### config.mk
export PLATFORM = sky130hd
export DESIGN_NAME = gpio_input_conditioner
export DESIGN_NICKNAME = d
export VERILOG_FILES = /design/src/rtl/gpio_pkg.sv /design/src/rtl/gpio_debounce_bit.sv /design/src/rtl/gpio_input_conditioner.sv
export SDC_FILE = /design/constraint.sdc
export NUM_CORES = 2
export LEC_CHECK = 0
export CELL_PAD_IN_SITES_DETAIL_PLACEMENT = 1
export CELL_PAD_IN_SITES_GLOBAL_PLACEMENT = 1
export CORE_ASPECT_RATIO = 0.5
export CORE_MARGIN = 5
export CORE_UTILIZATION = 52
export CTS_CLUSTER_DIAMETER = 60
export DETAILED_ROUTE_END_ITERATION = 12
export PLACE_DENSITY_LB_ADDON = 0.08
export SETUP_SLACK_MARGIN = 0.15
export SYNTH_ARGS = -nofsm -noshare
export SYNTH_HDL_FRONTEND = slang
export SYNTH_SLANG_ARGS = --single-unit
### constraint.sdc
create_clock -name i_clk -period 6.1 [get_ports i_clk]
set_clock_uncertainty 0.05 [all_clocks]
set_input_delay 0.61 -clock i_clk [delete_from_list [all_inputs] [get_ports i_clk]]
set_output_delay 0.61 -clock i_clk [all_outputs]
set_load 0.01 [all_outputs]
### src/rtl/gpio_pkg.sv
// Shared constants for the gpio core: input conditioner defaults that the
// ctrl register map also uses for its reset values.
package gpio_pkg;

    localparam int unsigned GPIO_SYNC_STAGES_DEFAULT = 2;
    localparam int unsigned GPIO_DEBOUNCE_CNT_WIDTH  = 16;
    localparam logic [GPIO_DEBOUNCE_CNT_WIDTH-1:0] GPIO_DEBOUNCE_DEFAULT = 16'd1000;

    // Per-edge decision of one pin's debounce filter.
    typedef enum logic [1:0] {
        FILT_HOLD   = 2'd0,
        FILT_COUNT  = 2'd1,
        FILT_ACCEPT = 2'd2
    } filt_act_e;

endpackage

### src/rtl/gpio_debounce_bit.sv
// One pin of the input conditioner: synchroniser chain, debounce counter,
// accepted level and registered rise/fall pulses.
module gpio_debounce_bit
    import gpio_pkg::*;
#(
    parameter int unsigned SYNC_STAGES = GPIO_SYNC_STAGES_DEFAULT,
    parameter int unsigned CNT_WIDTH   = GPIO_DEBOUNCE_CNT_WIDTH,
    parameter logic        RESET_BIT   = 1'b0
) (
    input  logic                 i_clk,
    input  logic                 i_reset_n,
    input  logic                 i_pin,
    input  logic [CNT_WIDTH-1:0] i_neff,
    input  logic                 i_bypass,
    output logic                 o_level,
    output logic                 o_rise,
    output logic                 o_fall
);

    logic [SYNC_STAGES-1:0] sync_q, sync_d;
    logic [CNT_WIDTH-1:0]   cnt_q, cnt_d;
    logic                   level_q, level_d;
    logic                   rise_q, rise_d;
    logic                   fall_q, fall_d;
    logic [CNT_WIDTH:0]     cnt_inc;
    logic                   s;
    filt_act_e              act;

    assign s = sync_q[SYNC_STAGES-1];
    // One extra bit so cnt+1 stays exact at the maximum threshold.
    assign cnt_inc = {1'b0, cnt_q} + {{CNT_WIDTH{1'b0}}, 1'b1};

    always_comb begin
        sync_d = {sync_q[SYNC_STAGES-2:0], i_pin};
        act    = FILT_HOLD;
        if (s != level_q) begin
            if (i_bypass || (cnt_inc >= {1'b0, i_neff})) begin
                act = FILT_ACCEPT;
            end else begin
                act = FILT_COUNT;
            end
        end

        cnt_d   = '0;
        level_d = level_q;
        rise_d  = 1'b0;
        fall_d  = 1'b0;
        unique case (act)
            FILT_COUNT: cnt_d = cnt_inc[CNT_WIDTH-1:0];
            FILT_ACCEPT: begin
                level_d = s;
                rise_d  = s;
                fall_d  = ~s;
            end
            default: cnt_d = '0;
        endcase
    end

    always_ff @(posedge i_clk or negedge i_reset_n) begin
        if (!i_reset_n) begin
            sync_q  <= {SYNC_STAGES{RESET_BIT}};
            cnt_q   <= '0;
            level_q <= RESET_BIT;
            rise_q  <= 1'b0;
            fall_q  <= 1'b0;
        end else begin
            sync_q  <= sync_d;
            cnt_q   <= cnt_d;
            level_q <= level_d;
            rise_q  <= rise_d;
            fall_q  <= fall_d;
        end
    end

    assign o_level = level_q;
    assign o_rise  = rise_q;
    assign o_fall  = fall_q;

endmodule

### src/rtl/gpio_input_conditioner.sv
// Input front-end of the gpio core: per-pin synchronise, debounce and edge
// detect, feeding DATA_IN and the pin-change IRQ logic.
module gpio_input_conditioner
    import gpio_pkg::*;
#(
    parameter int unsigned     WIDTH       = 32,
    parameter int unsigned     SYNC_STAGES = GPIO_SYNC_STAGES_DEFAULT,
    parameter int unsigned     CNT_WIDTH   = GPIO_DEBOUNCE_CNT_WIDTH,
    parameter logic [WIDTH-1:0] RESET_VALUE = '0
) (
    input  logic                 i_clk,
    input  logic                 i_reset_n,
    input  logic [WIDTH-1:0]     i_pins,
    input  logic [CNT_WIDTH-1:0] i_debounce_cycles,
    input  logic [WIDTH-1:0]     i_bypass,
    output logic [WIDTH-1:0]     o_pins,
    output logic [WIDTH-1:0]     o_pin_change,
    output logic [WIDTH-1:0]     o_rise,
    output logic [WIDTH-1:0]     o_fall
);

    logic [CNT_WIDTH-1:0] neff;

    always_comb begin
        neff = i_debounce_cycles;
        if (i_debounce_cycles == '0) begin
            neff = {{(CNT_WIDTH-1){1'b0}}, 1'b1};
        end
    end

    for (genvar g = 0; g < WIDTH; g++) begin : g_pin
        gpio_debounce_bit #(
            .SYNC_STAGES (SYNC_STAGES),
            .CNT_WIDTH   (CNT_WIDTH),
            .RESET_BIT   (RESET_VALUE[g])
        ) u_bit (
            .i_clk     (i_clk),
            .i_reset_n (i_reset_n),
            .i_pin     (i_pins[g]),
            .i_neff    (neff),
            .i_bypass  (i_bypass[g]),
            .o_level   (o_pins[g]),
            .o_rise    (o_rise[g]),
            .o_fall    (o_fall[g])
        );
    end

    assign o_pin_change = o_rise | o_fall;

endmodule
==> impl_results.md <==
* Sequential power share at 45.0%
* Die Y-Extent at 212.1 um
* Die area at 87840 um^2
* Flip-flop and latch count after synthesis at 672
* Initial Util at 52.25%
* Syn avg cell area at 9.935 um^2
* Worst hold margin at 299.6 ps
* Slew @ Worst Pin at 1100 ps
* Filler instances at 8994
* Layout net count at 4912
* Simple-gate share of the synthesized area at 22.45%
* Critical Path, Cell by Cell: clkdlybuf4s50_1 > nor4_1 > a41o_2 > ha_1 > and3_1 > o31ai_1 > a21oi_1 > nor2_1 > maj3_1 > o31a_1 > o2111ai_2 > mux2_2
* Final Hold Viols at 0
* Placed Area at 45160 um^2
* Yosys top cell area share at 39.59%
* Clock transition at the registers of the reported paths at 60 ps
* WL/cell at 21.86 um
* PwrDens at 219.1 nW/um^2
* Comb pwr share at 12.7%
* TritonCTS clock tree: built
* CTS max path bufs at 3
* Worst Path Required at 6580 ps
* TNS Setup at 0 ps
* CP max-delay cell: a41o_2
* Buf+Inv Stages, Crit Path at 1
* GRT Util Overall at 27.44%
* Fin. max-slew vios at 0
* Initial DRT Pass Iterations at 8
* Worst R2R Path Depth at 14
* Final WL at 121.5 mm
* Syn_nets at 4776
* Inserted Clock Buffers at 67
* Hold Crit Class: register to register
* Seq/Total Area, Yosys at 39.59%
* Htree depth at 3
* Post-synthesis cell area at 42470 um^2
* Adder-cell share of the synthesized area at 12.84%
* Distinct cells, synth at 95
* Achievable frequency at 230.8 MHz
* Mux cell area share after synthesis at 1.007%
* Root Driver: clkbuf_16
* Finished Cell Area at 47420 um^2
* GR Layer Usage met2 at 48.65%
* Dpl ws at 1167 ps
* Number of enable flip-flop cells after synthesis at 0
* Nature of the critical path endpoint: register
* CP top delay family: compound AO/OA/AOI/OAI gates
* Maximum fanout along the worst path at 22
* VDD IR-drop max at 0.3024 mV
* Critical R2R Launch: g_pin[27].u_bit.cnt_q[0]
* Residual DRC at 0
* Compound-Gate Fraction of Synth Area at 8.505%
* Max incr delay on CP at 860 ps
* R2R Path End: g_pin[27].u_bit.cnt_q[8]
* Area Growth Syn to Fin at 11.65%
* Vias at 33540
* XOR/XNOR share of the synthesized area at 11.76%
* Hold path depth at 0
* Main combinational cell family by area after synthesis: simple AND/OR/NAND/NOR gates
* Net Sw Frac at 27.04%
* Layout cells sized above 1 at 6.103%
* Clk sinks at 672
* Worst R2R Setup Slack at 1960 ps
* Most common cell in the netlist: dfrtp_1
* Crit path DAT at 4810 ps
* P_sw at 2.810 mW
* GR Util met1 at 35.16%
* Mapped Cells at 4275
* Layout Cells excl Fill at 5560
* Total power at 10.39 mW
* Number of cell rows at 74
* RSZ-0062 raised after global routing: no
* LEAKAGE at 22.83 nW
* Slew headroom at 26.44%
* Die Width at 414.2 um
* Congestion Overflow GR at 0
* Final Util at 58.34%
* Iter 0 DRT Violations at 1746
* Max_cap viols at 0
* Largest net degree at the start of global routing at 168
* Busiest grt layer: met2
* Asr flop ratio synth at 100.0%
* Final min period at 4333 ps
* Clock Power Share at 42.3%
* IO Pins at 210
* Final Cycle Share at 71.04%
* Cell Int Power at 7.579 mW
* Ys Warns at 0
* Status: finished clean
* Routed vias/inst at 6.032
* Post-CTS setup buffer count at 0
* Area leader, netlist: dfrtp_1
* HP Start: g_pin[21].u_bit.sync_q[0]
* First-pass GRT wire length at 196.1 mm
* IO Port Bufs at 209
* Met3 GRT Util at 3.782%
* Core area at 81290 um^2
* Hold Crit Endpoint: g_pin[21].u_bit.sync_q[1]
* Post-synth top cells: dfrtp_1 (672), ha_1 (419), xnor2_1 (342), nor2_1 (313), and3_1 (298)
* GP Congestion at 0.8355
* Post-DP HPWL at 83.91 mm
* Placed Instances at 5443
* Final worst setup slack at 1767 ps
* ANT nets after route at 0
* Skew-Pair Late Insertion Delay at 650 ps
* Top_reg_cell synth: dfrtp_1
* Setup crit start kind: input port
* Number of global-route vias before repair at 36570
* Final setup fails at 0
* Initial antenna violation count at 1
* Critical path type: input port to register
* Top post-synthesis cells by area: dfrtp_1 (40%), ha_1 (12%), xnor2_1 (7.1%)
## per-layer routing
layer / up-vias / wire (um)
li1: 15530 / -
met1: 17210 / 54180
met4: 0 / 3610
met2: 589 / 59410
met3: 212 / 4332
met5: - / 0
## cell type report
cell class / instances / area (um^2) / share of cell area (%)
clock inverter: 25 / 327.8 / 0.6913
inverter: 114 / 427.9 / 0.9023
antenna: 1 / 2.502 / 0.005277
tap: 1102 / 1379 / 2.907
timing repair buffer: 259 / 2527 / 5.330
sequential: 672 / 16820 / 35.46
multi-input combinational: 3297 / 24020 / 50.66
clock buffer: 90 / 1918 / 4.045
## cell usage in the layout (no fill, tap or decap), types with 93 or more instances in the layout
master           Yosys  final
nor2b_1            125    125
dfrtp_1            672    672
nor3_1              93     93
nand4_1             98     98
nor2_1             313    313
clkdlybuf4s50_1      0    204
nand3_1            296    296
nor3b_1             98     98
ha_1               419    419
nand2_1            226    226
and3_1             298    298
xnor2_1            342    342
inv_1              111    100
xor2_1             206    206
## worst max path at each step
stage / endpoint / start / slack (ps) / cells past startpoint
final: g_pin[12].u_bit.o_level / i_debounce_cycles[1] / 1770 / 12
after global routing: g_pin[12].u_bit.o_level / i_debounce_cycles[1] / 1540 / 12
after CTS: g_pin[12].u_bit.o_level / i_debounce_cycles[1] / 1780 / 12
after detailed placement: g_pin[12].u_bit.o_level / i_debounce_cycles[3] / 1170 / 12
after global placement: g_pin[12].u_bit.o_level / i_debounce_cycles[1] / 1300 / 12
after floorplan: g_pin[20].u_bit.cnt_q[11] / i_debounce_cycles[10] / 1550 / 16
## cell families (layout without fill, tap and decap cells)
family                     count (synthesis)  after routing
and+or+nand+nor                         1763           1763
DFF                                      672            672
xor gates and xnor gates                 557            557
AOI/OAI and AO/OA                        499            499
adders and majority gates                440            440
buffers and inverters                    306            488
muxes                                     38             38
other                                      0              1
## flip-flops by register name, summed over array words and instances, names as in the netlist
| register | flops |
|---|---|
| g_pin.u_bit.o_level | 32 |
| g_pin.u_bit.cnt_q | 512 |
| g_pin.u_bit.o_fall | 32 |
| g_pin.u_bit.sync_q | 64 |
| g_pin.u_bit.o_rise | 32 |
## power groups by stage
stage	clock network (mW)	registers [mW]	logic [mW]
6_report	4.39	4.68	1.32
5_1_grt	4.67	4.69	1.45
4_1_cts	4.48	4.68	1.33
3_5_place_dp	0	4.76	1.31
3_3_place_gp	0	4.75	1.25
2_1_floorplan	0	4.72	0.778
## repair_timing
| item | 4_1_cts | 5_1_grt |
|---|---|---|
| resized for setup | 0 | 0 |
| hold endpoints to repair | 11 | 0 |
| hold buffers | 1 | 0 |
(Power assumes the default switching activity.)
